<file path="config.mk">
export PLATFORM = sky130hd
export DESIGN_NAME = sum_acc_flat
export DESIGN_NICKNAME = d
export VERILOG_FILES = /design/src/rtl/sum_acc_pkg.sv /design/src/rtl/sum_acc_if.sv /design/src/rtl/sum_acc_dp.sv /design/src/rtl/sum_acc.sv /design/src/flat_wrapper.sv
export SDC_FILE = /design/constraint.sdc
export NUM_CORES = 1
export LEC_CHECK = 0
export ABC_AREA = 1
export CORE_UTILIZATION = 35
export CTS_CLUSTER_SIZE = 25
export DETAILED_ROUTE_END_ITERATION = 6
export GPL_ROUTABILITY_DRIVEN = 0
export PLACE_DENSITY = 0.53
export SETUP_SLACK_MARGIN = 0.5
export SYNTH_ARGS = -nofsm -noshare
export SYNTH_HDL_FRONTEND = slang
export SYNTH_SLANG_ARGS = --single-unit
</file>
<file path="constraint.sdc">
create_clock -name clk -period 2.3 [get_ports clk]
set_input_delay 0.46 -clock clk [delete_from_list [all_inputs] [get_ports clk]]
set_output_delay 0.46 -clock clk [all_outputs]
set_load 0.1 [all_outputs]
</file>
<file path="src/rtl/sum_acc_pkg.sv">
// Shared types and default widths for the sum_acc burst accumulator.
package sum_acc_pkg;

    localparam int DEF_DW = 32;
    localparam int DEF_AW = 64;
    localparam int DEF_CW = 8;

    typedef enum logic [1:0] {
        IDLE,
        ACC,
        DONE
    } state_t;

endpackage

</file>
<file path="src/rtl/sum_acc_if.sv">
// Beat input and burst-result output of the accumulator, grouped as one bundle.
interface sum_acc_if
    import sum_acc_pkg::*;
#(
    parameter int DW = DEF_DW,
    parameter int AW = DEF_AW,
    parameter int CW = DEF_CW
);
    logic          in_valid;
    logic          in_ready;
    logic [DW-1:0] in_data;
    logic [CW-1:0] len;
    logic          flush;
    logic          out_valid;
    logic          out_ready;
    logic [AW-1:0] out_sum;
    logic [CW-1:0] out_count;
    logic          out_ovf;

    modport master (
        output in_valid, in_data, len, flush, out_ready,
        input  in_ready, out_valid, out_sum, out_count, out_ovf
    );

    modport slave (
        input  in_valid, in_data, len, flush, out_ready,
        output in_ready, out_valid, out_sum, out_count, out_ovf
    );
endinterface

</file>
<file path="src/rtl/sum_acc_dp.sv">
// Accumulator datapath: zero-extending AW-bit adder with carry-out, sticky
// overflow and beat counter. Load starts a burst, add extends it.
module sum_acc_dp #(
    parameter int DW = 32,
    parameter int AW = 64,
    parameter int CW = 8
) (
    input  logic          clk,
    input  logic          rst,
    input  logic          load,
    input  logic          add,
    input  logic [DW-1:0] data,
    output logic [AW-1:0] acc,
    output logic [CW-1:0] count,
    output logic [CW-1:0] count_inc,
    output logic          ovf
);
    logic [AW-1:0] data_ext;
    logic [AW:0]   sum_ext;

    assign data_ext  = {{(AW-DW){1'b0}}, data};
    assign sum_ext   = {1'b0, acc} + {1'b0, data_ext};
    assign count_inc = count + CW'(1);

    always_ff @(posedge clk) begin
        if (rst) begin
            acc   <= '0;
            count <= '0;
            ovf   <= 1'b0;
        end else if (load) begin
            acc   <= data_ext;
            count <= CW'(1);
            ovf   <= 1'b0;
        end else if (add) begin
            acc   <= sum_ext[AW-1:0];
            count <= count_inc;
            ovf   <= ovf | sum_ext[AW];
        end
    end
endmodule

</file>
<file path="src/rtl/sum_acc.sv">
// Burst accumulator: sums a programmable number of DW-bit beats into an
// AW-bit total and offers one result per burst on a valid/ready output.
module sum_acc
    import sum_acc_pkg::*;
#(
    parameter int DW = DEF_DW,
    parameter int AW = DEF_AW,
    parameter int CW = DEF_CW
) (
    input logic     clk,
    input logic     rst,
    sum_acc_if.slave bus
);
    state_t        state;
    logic [CW-1:0] len_q;
    logic          in_ready_q;
    logic          out_valid_q;
    logic          accept;
    logic          load;
    logic          add;
    logic [AW-1:0] acc;
    logic [CW-1:0] count;
    logic [CW-1:0] count_inc;
    logic          ovf;

    assign accept = bus.in_valid && in_ready_q;
    assign load   = accept && (state == IDLE);
    assign add    = accept && (state == ACC);

    sum_acc_dp #(
        .DW(DW),
        .AW(AW),
        .CW(CW)
    ) u_dp (
        .clk       (clk),
        .rst       (rst),
        .load      (load),
        .add       (add),
        .data      (bus.in_data),
        .acc       (acc),
        .count     (count),
        .count_inc (count_inc),
        .ovf       (ovf)
    );

    // in_ready is registered from the next state, so it never depends on out_ready
    always_ff @(posedge clk) begin
        if (rst) begin
            state       <= IDLE;
            len_q       <= '0;
            in_ready_q  <= 1'b0;
            out_valid_q <= 1'b0;
        end else begin
            case (state)
                IDLE: begin
                    in_ready_q <= 1'b1;
                    if (accept) begin
                        len_q <= bus.len;
                        if (bus.len <= CW'(1) || bus.flush) begin
                            state       <= DONE;
                            in_ready_q  <= 1'b0;
                            out_valid_q <= 1'b1;
                        end else begin
                            state <= ACC;
                        end
                    end
                end
                ACC: begin
                    if (bus.flush || (accept && count_inc == len_q)) begin
                        state       <= DONE;
                        in_ready_q  <= 1'b0;
                        out_valid_q <= 1'b1;
                    end
                end
                DONE: begin
                    if (bus.out_ready) begin
                        state       <= IDLE;
                        in_ready_q  <= 1'b1;
                        out_valid_q <= 1'b0;
                    end
                end
                default: begin
                    state       <= IDLE;
                    in_ready_q  <= 1'b0;
                    out_valid_q <= 1'b0;
                end
            endcase
        end
    end

    assign bus.in_ready  = in_ready_q;
    assign bus.out_valid = out_valid_q;
    assign bus.out_sum   = acc;
    assign bus.out_count = count;
    assign bus.out_ovf   = ovf;
endmodule

</file>
<file path="src/flat_wrapper.sv">
// flat-port wrapper written by rule: the top's interface ports become plain ports
module sum_acc_flat import sum_acc_pkg::*;
#(
    parameter int DW = DEF_DW,
    parameter int AW = DEF_AW,
    parameter int CW = DEF_CW
)
  (clk, rst, bus_in_valid, bus_in_data, bus_len, bus_flush, bus_out_ready, bus_in_ready, bus_out_valid, bus_out_sum, bus_out_count, bus_out_ovf);
  sum_acc_if #(.DW(DW), .AW(AW), .CW(CW)) bus_i ();
  input logic clk;
  input logic rst;
  input wire logic [$bits(bus_i.in_valid)-1:0] bus_in_valid;
  input wire logic [$bits(bus_i.in_data)-1:0] bus_in_data;
  input wire logic [$bits(bus_i.len)-1:0] bus_len;
  input wire logic [$bits(bus_i.flush)-1:0] bus_flush;
  input wire logic [$bits(bus_i.out_ready)-1:0] bus_out_ready;
  output wire logic [$bits(bus_i.in_ready)-1:0] bus_in_ready;
  output wire logic [$bits(bus_i.out_valid)-1:0] bus_out_valid;
  output wire logic [$bits(bus_i.out_sum)-1:0] bus_out_sum;
  output wire logic [$bits(bus_i.out_count)-1:0] bus_out_count;
  output wire logic [$bits(bus_i.out_ovf)-1:0] bus_out_ovf;
  assign bus_i.in_valid = bus_in_valid;
  assign bus_i.in_data = bus_in_data;
  assign bus_i.len = bus_len;
  assign bus_i.flush = bus_flush;
  assign bus_i.out_ready = bus_out_ready;
  assign bus_in_ready = bus_i.in_ready;
  assign bus_out_valid = bus_i.out_valid;
  assign bus_out_sum = bus_i.out_sum;
  assign bus_out_count = bus_i.out_count;
  assign bus_out_ovf = bus_i.out_ovf;
  sum_acc #(.DW(DW), .AW(AW), .CW(CW)) u_core (.clk(clk), .rst(rst), .bus(bus_i));
endmodule
</file>
## After elaboration in Yosys (flattened, before gate mapping)

Cells that the tools add are included.

- Add/subtract/negate cells: 2
- $lt $le $gt $ge: 1
- Eq/ne operators: 7
- Multiplexer cells: 19
- Bitwise logic cells: 1
- Reduce and logical (&&, ||, !) cells: 13

Operators by type and width:

| cell | count |
|---|---|
| $add A64 B32 Y65 | 1 |
| $mux W32 | 2 |
| $mux W1 | 10 |
| $add A8 B1 Y8 const B | 1 |
| $eq A8 B8 Y1 | 1 |
| $le A8 B1 Y1 const B | 1 |
| $mux W2 | 4 |
| $ne A2 B2 Y1 const B | 3 |
| $pmux W1 S3 | 2 |
| $pmux W2 S3 | 1 |
| $logic_and A1 B1 Y1 | 4 |
| $reduce_and A2 Y1 | 2 |
| $reduce_and A4 Y1 | 1 |
| $reduce_and A3 Y1 | 1 |
| $eq A2 B1 Y1 const B | 1 |
| $eq A2 B2 Y1 const B | 1 |
| $logic_not A2 Y1 | 1 |
| $logic_or A1 B1 Y1 | 2 |
| $ne A2 B1 Y1 const B | 1 |
| $reduce_bool A2 Y1 | 1 |
| $reduce_or A2 Y1 | 1 |
| $or A1 B1 Y1 | 1 |

- Flip-flop bits (word level): 85
- Bits of input ports: 45
- Output and inout port bits: 75
- Word-level logic and storage cells: 52

## Longest topological paths before layout

Gate-level depths: netlist of the first run.

- Word-level depth: 6
- Depth in mapped cells: 15
- Gate-level depth less buffers: 15

## Modules after synthesis

A second synthesis of the first run with hierarchy kept.

- Cell total of the unflattened synthesis: 1174
- Area total of the unflattened synthesis: 6932.9 µm²

By module, submodules not included:

| module | times used | cells an instance | area an instance (µm²) | sequential area each (µm²) |
|---|---|---|---|---|
| sum_acc_dp | 1 | 1066 | 6251.0 | 1461.4 |
| sum_acc | 1 | 108 | 681.9 | 240.2 |

## Worst setup path after synthesis of the first run

Ideal clock, no wire load.

- Path kind: register to register
- Start point: reg u_core.u_dp.acc[2]
- End point: reg u_core.u_dp.acc[19]
- Setup time: 0.132 ns
- Arrival: 2.423 ns
- Data required time: 2.168 ns
- Setup slack: -0.255 ns
- Stages on the path, launching flop included: 11
- Path buffers: 0
- Clock period less this slack: 2.555 ns
- Path through: dfxtp_1 > ha_1 > or2_1 > and2_4 > nand3_1 > nand3_1 > nand2_1 > nand2_1 > or2_2 > nand3_1 > a21oi_1

- Cells in the longest elaborated chain, start to end: 3

RTL lines:

| what | RTL line | RTL |
|---|---|---|
| from (decl) | sum_acc_dp.sv:13 | `output logic [AW-1:0] acc,` |
| from (signal assigned) | sum_acc_dp.sv:31 | `acc <= data_ext;` |
| from (signal assigned) | sum_acc_dp.sv:35 | `acc <= sum_ext[AW-1:0];` |
| $add A64 B32 Y65 | sum_acc_dp.sv:22 | `assign sum_ext = {1'b0, acc} + {1'b0, data_ext};` |
| $mux W32 | sum_acc_dp.sv:34 | `end else if (add) begin` |
| $mux W32 | sum_acc_dp.sv:30 | `end else if (load) begin` |

Every way passes these cells. The select of a mux whose other input is x is not followed.
A chain may end at the register's enable or synchronous reset.

## Worst setup path in the final report of the first run

- Start point: in bus_in_data[27]
- End point: reg u_core.u_dp.acc[54]

- Cells in the longest elaborated chain, start to end: 1

RTL lines:

| what | RTL line | RTL |
|---|---|---|
| from (decl) | flat_wrapper.sv:13 | `input wire logic [$bits(bus_i.in_data)-1:0] bus_in_data;` |
| $add A64 B32 Y65 | sum_acc_dp.sv:22 |  |

Every way passes these cells.

==> results of run 1 <==
-- cells by family (layout without fill, tap and decap cells) --
logic type	Yosys count	in the layout	synth area share
simple gates	750	750	0.451
compound gates	161	161	0.125
flops	85	85	0.236
buf+inv	243	533	0.128
fa+ha+maj	34	34	0.0600
-- final cells by class --
class                           instances  area share
Clock buffer                           12      0.0211
Clock inverter                          4     0.00225
Inverter                              221      0.0686
Multi-Input combinational cell        945       0.522
Sequential cell                        85       0.155
Tap cell                              270      0.0276
Timing Repair Buffer                  296       0.203
-- repair_timing --
action | CTS | global route
cloned | 1 | 0
endpoints found under the setup margin | 70 | 68
resized for setup | 242 | 208
buffers inserted | 25 | 28
pin swaps | 75 | 126
-- layer usage --
metal | global-route usage | vias to the layer above
met5 | 0 | -
met4 | 0.0916 | 0
met3 | 0.0310 | 40
met2 | 0.476 | 195
met1 | 0.324 | 4249
li1 | - | 4641
-- through the flow --
stage	setup slack (ns)	power, W	setup TNS (ns)	cells
6_report	0.291	0.00561	0	1833
5_1_grt	0.182	0.00587	0	1833
4_1_cts	0.326	0.00537	0	1805
3_5_place_dp	-0.446	0.00365	-19.33	1763
3_3_place_gp	-0.436	0.00364	-18.62	1763
2_1_floorplan	0.361	0.00294	0	1273
-- path summary, 6_finish.rpt --
kind                                            from                    to  slack (ns)  cells after the start
worst max-delay path                 bus_in_data[27]   u_core.u_dp.acc[54]        0.29                     12
worst min-delay path                 bus_in_data[12]   u_core.u_dp.acc[12]        0.38                      3
worst max register to register    u_core.u_dp.acc[0]   u_core.u_dp.acc[54]        0.29                     11
worst min register to register  u_core.bus.out_valid  u_core.bus.out_valid        0.46                      2
-- state kept, by name, indices dropped and copies added (netlist names) --
register and count:
u_core.len_q 8, u_core.u_dp.count 8, u_core.bus.in_ready 1, u_core.u_dp.acc 64
u_core.u_dp.ovf 1, u_core.state 2, u_core.bus.out_valid 1
-- critical path, cell delays in order --
cell           delay, ns
dlygate4sd2_1       0.27
ha_4                0.28
a21oi_2             0.13
buf_4               0.14
nor2_1              0.06
nor2_1              0.12
o21ai_1             0.14
a21oi_2             0.21
nand3_4             0.16
buf_6               0.16
a21oi_2             0.10
nor2_1              0.05
-- placed cells by master (no fill, tap or decap), types with 27 or more instances in the layout --
cell type  count
nor2_4        27
nand3_1       65
buf_6         31
ha_4          33
inv_1        199
dfxtp_4       41
a21oi_1       44
nand3_2       36
nand2_2       85
nand2_4       34
dfxtp_2       30
a21oi_2       33
buf_4        216
nand2_1      310
nor2_1        72
nand4_1       32
-- where the power goes --
| part | internal, W | switching [W] |
|---|---|---|
| Combinational | 0.000959 | 0.00150 |
| Clock | 0.000806 | 0.000712 |
| Sequential | 0.00154 | 0.0000849 |
==> key figures, run 1 <==
Run status
  – Status: complete, no violations

Timing
  – Period utilization: 0.873
  – Worst slew pin tran: 0.542 ns
  – Hold slack: 0.380 ns
  – RSZ-0062 raised after global routing: true
  – Final Hold Viols: 0
  – Clock Skews: 0.0179 ns
  – Max Clock Freq: 498 MHz
  – Max_slew headroom: 0.637
  – Final setup fails: 0
  – Fin crit period: 2.01 ns
  – Max Slew Vio Count: 0

Logic synthesis
  – #FFs+latches synth: 85
  – Yosys cell types: 40
  – Yosys warning total: 0
  – Number of synthesized flops with an enable pin: 0
  – Post-synth top cells: 427 x nand2_1, 220 x inv_1, 114 x nor2_1, 103 x nand3_1, 88 x a21oi_1
  – Synth Net Count: 1352
  – Netlist Area Pre-Place: 7220 µm²
  – Syn Area/Cell: 5.67 µm²
  – Sequential-to-total area share from yosys stat: 0.236
  – Synth top area share: 0.236
  – Asr flop ratio synth: 0
  – Gate count of the mapped netlist: 1273
  – Post-synth top flop: dfxtp_1
  – Area leader, netlist: dfxtp_1
  – Top-count cell post-synth: nand2_1
  – Top post-synthesis cells by area: dfxtp_1 24%, nand2_1 22%, inv_1 11%, nand3_1 7.1%, a21oi_1 6.1%

Global routing
  – Total grt overflow: 0
  – Initial antenna violation count: 0
  – First-pass GRT wire length: 44.3 mm
  – Largest net degree at the start of global routing: 34
  – GRT Util Overall: 0.264
  – Vias in the first global route: 8524

Clocking
  – CTS tree: done
  – Clock buffer count from CTS: 9
  – Clock Sink Count: 85
  – Clock Latency Late Sink: 0.36 ns
  – Maximum clock path buffer count: 2
  – Clk pin slew, worst setup/hold paths: 0.08 ns
  – Root buf cell: clkbuf_16
  – Hold-fix buffers, CTS: 0
  – Htree depth: 3

Route
  – Routed Antenna Nets: 0
  – First-pass DRT Iterations: 5
  – Vias post-DR: 9125
  – DRT met1 WL: 12.7 mm
  – Via density: 4.98
  – DR iter-0 viols: 443
  – Highest routing layer actually used: met4
  – DRC errors left: 0
  – Met2 wire len: 14.3 mm
  – Post-Route WL: 28.7 mm
  – WL met3: 983 µm
  – Wire per inst: 15.6 µm

Final layout
  – Sequential Area: 1890 µm²
  – P&R area growth vs syn: 69.2%
  – N_diodes: 0
  – NumNets Final: 1637
  – Design Area, Final: 12200 µm²
  – Multi-input gate area: 6380 µm²
  – Layout cells sized above 1: 0.450
  – # fillers: 1916
  – Final Util: 0.604

Floorplanning
  – Chip height: 146 µm
  – I/O pins: 120
  – Core area: 20200 µm²
  – Die W: 146 µm
  – Initial core utilization: 0.357
  – Full die area: 21200 µm²
  – # rows: 52

Power and ir drop
  – Static leakage: 5.67 nW
  – PwrDens: 459 nW/µm²
  – Worst vdd ir: 360 µV

Worst hold path
  – Hold/Removal Path Class: in -> reg

Placed design
  – Area after DPL: 10200 µm²
  – DP HPWL: 21.6 mm
  – PortBufs: 119

Critical path
  – Crit path max fanout: 8
  – Critical Path AT: 2.26 ns
  – WS Path Type: in -> reg
  – CP required: 2.55 ns
  – CP endpoint kind: flop
  – Type of origin of the critical path: primary input

Job
  – Max-cap check violation count: 0
No activity file was read; power rests on OpenSTA's default activity.
==> run 2: changes to the inputs <==
- CORE_MARGIN: not set -> 4
==> run 2 against run 1 <==
  * First-iteration DRC count is 11% lower
  * Hold slack improved by 0.0038 ns
  * Clock power grew 5%
  * Critical path depth is 4 higher
  * Global-route usage down 2.1 points
  * Largest cell class unchanged
  * Via count is 1.2% lower
  * Worst setup slack better by 0.055 ns
  * Non-clock buffer count fell by 17
  * Fmax up 2.8%
  * Count of clock-buffer cells in the layout up 1
==> key figures, run 2 (synthesized netlist as in run 1, its figures left out) <==
Timing
  – Final Hold Viols: 0
  – Clock Skews: 0.0103 ns
  – Max Clock Freq: 512 MHz
  – Setup tns final: 0 ns
  – Fin crit period: 1.95 ns
  – Worst slew pin tran: 0.515 ns
  – Max Slew Vio Count: 0
  – Max_slew headroom: 0.656
  – RSZ-0062 raised after global routing: true
  – Period utilization: 0.849
  – Final setup fails: 0

Worst hold path
  – Hold/Removal Path Class: in -> reg
  – Hold Crit Start: bus_in_data[13]
  – Min-Delay Path Depth: 3
  – Hold Path Sink: u_core.u_dp.acc[13]

Route
  – Via density: 4.96
  – Post-Route WL: 28.7 mm
  – DRC errors left: 0
  – Wire per inst: 15.8 µm
  – Routed Antenna Nets: 0
  – Vias post-DR: 9011
  – First-pass DRT Iterations: 5
  – DR iter-0 viols: 393

Final layout
  – Max FFs per register: 64
  – Layout cells sized above 1: 0.471
  – Most common cell after layout, fill and taps aside: nand2_1
  – # fillers: 1949
  – P&R area growth vs syn: 69.8%
  – N_diodes: 0
  – Biggest register: u_core.u_dp.acc
  – NumNets Final: 1620
  – Largest regs: u_core.u_dp.acc x64, u_core.len_q x8, u_core.u_dp.count x8
  – Most frequent cells in the layout: 287 x nand2_1, 209 x buf_4, 193 x inv_1, 101 x nand2_2, 69 x nor2_1
  – Non-filler cells, final: 1816

Critical path
  – Crit path max fanout: 7
  – Critical Path AT: 2.25 ns
  – Type of origin of the critical path: flop
  – CP required: 2.60 ns
  – WS Path Type: reg -> reg
  – Worst r2r src: u_core.u_dp.acc[13]
  – R2r setup slk: 0.35 ns
  – Reg2Reg Depth: 16
  – CP endpoint kind: flop
  – R2r endpoint: u_core.u_dp.acc[44]

Power and ir drop
  – Clk pwr share: 0.279
  – Sw Share: 0.409
  – Switch Pwr: 0.00234 W
  – Comb power frac: 0.437
  – Static leakage: 5.62 nW
  – Total Power: 0.00573 W
  – Worst vdd ir: 372 µV
  – Register share of total power: 0.284
  – Pint: 0.00338 W
  – PwrDens: 467 nW/µm²

Clocking
  – Hold-fix buffers, CTS: 0
  – Htree depth: 3
  – Root buf cell: clkbuf_16
  – CTS tree: done
  – Clock Latency Late Sink: 0.36 ns
  – Clk pin slew, worst setup/hold paths: 0.07 ns
  – Clock buffer count from CTS: 9
  – Maximum clock path buffer count: 2
  – Clock Sink Count: 85

Job
  – Max-cap check violation count: 0

Floorplanning
  – Chip height: 152 µm
  – Full die area: 23000 µm²
  – Core area: 20200 µm²
  – # rows: 52
  – Initial core utilization: 0.357
  – I/O pins: 120
  – Die W: 152 µm

Placed design
  – Placed cell count: 1749
  – PortBufs: 119
  – DP HPWL: 21.7 mm

Global routing
  – GRT Util Overall: 0.243
  – First-pass GRT wire length: 44.1 mm
  – Vias in the first global route: 8541
  – Initial antenna violation count: 0
  – Largest net degree at the start of global routing: 28
  – Total grt overflow: 0

Run status
  – Status: complete, no violations
-- run 2: cell types whose count changed in the layout (fill, tap and decap cells not counted), sizes merged --
cell           delta
bufbuf            -1
clkdlybuf4s15     -5
dlygate4sd2       +5
clkinvlp          -1
buf              -17
dlymetal6s2s      -1
clkbuf            +3
-- run 2: timing repair --
action | in CTS | in global routing
resized for setup | 322 | 175
setup endpoints to repair | 68 | 65
pin swaps | 127 | 129
gates cloned | 0 | 0
setup buffers | 28 | 23
-- run 2: through the flow --
stage | cell area (µm²) | hold slack (ns) | utilization | setup WS [ns]
CTS | 11600 | 0.460 | 0.572 | 0.296
global route | 12300 | 0.400 | 0.606 | 0.205
floorplan | 7960 | 0.441 | - | 0.361
finish | 12300 | 0.384 | 0.606 | 0.346
global placement | 10100 | 0.445 | 0.498 | -0.504
detailed placement | 10100 | 0.449 | 0.498 | -0.474
-- run 2: layout make-up --
type	count	area, µm²	area share
clock inverters	3	25.0	0.00204
inverters	221	835	0.0680
repair buffers	279	2280	0.186
flip-flops and latches	85	1890	0.154
clock buffers	13	283	0.0231
multi-input cells	945	6610	0.539
well taps	270	338	0.0275
-- run 2: worst max-delay path, cell delays in order, from the launching register on --
cell and delay (ns):
dfxtp_4 0.35, ha_4 0.29, buf_4 0.11, nand2_1 0.06, nand2_2 0.11, nand2_2 0.08
nand3_4 0.08, nand2_2 0.07, nand2_4 0.10, inv_2 0.04, nand2_2 0.06, nand2_2 0.06
nand3_4 0.15, nand3_4 0.10, nand2_2 0.09, nand2_1 0.05, nor2_1 0.09
-- run 2: power by group through the flow --
stage                     clock [W]  sequential, W  combinational, W
after global placement            0        0.00167           0.00196
after CTS                   0.00163        0.00163           0.00231
after global routing        0.00167        0.00164           0.00269
final                       0.00160        0.00163           0.00251
after floorplan                   0        0.00207          0.000875
after detailed placement          0        0.00167           0.00196
-- run 2: how the worst max path moves through the flow --
stage                         from                  end  slack (ns)
4_1_cts         u_core.u_dp.acc[0]  u_core.u_dp.acc[48]        0.30
5_1_grt        u_core.u_dp.acc[13]  u_core.u_dp.acc[44]        0.21
2_1_floorplan   u_core.u_dp.acc[0]  u_core.u_dp.acc[56]        0.36
3_5_place_dp       bus_in_data[23]  u_core.u_dp.acc[26]       -0.47
6_report       u_core.u_dp.acc[13]  u_core.u_dp.acc[44]        0.35
3_3_place_gp       bus_in_data[23]  u_core.u_dp.acc[26]       -0.50
-- run 2: metal layers --
layer | vias to the layer above | GRT usage | wire [µm]
met5 | - | 0 | 0
met4 | 0 | 0.0696 | 762
met3 | 45 | 0.0345 | 1170
met2 | 190 | 0.418 | 13800
met1 | 4165 | 0.318 | 13000
li1 | 4611 | - | -
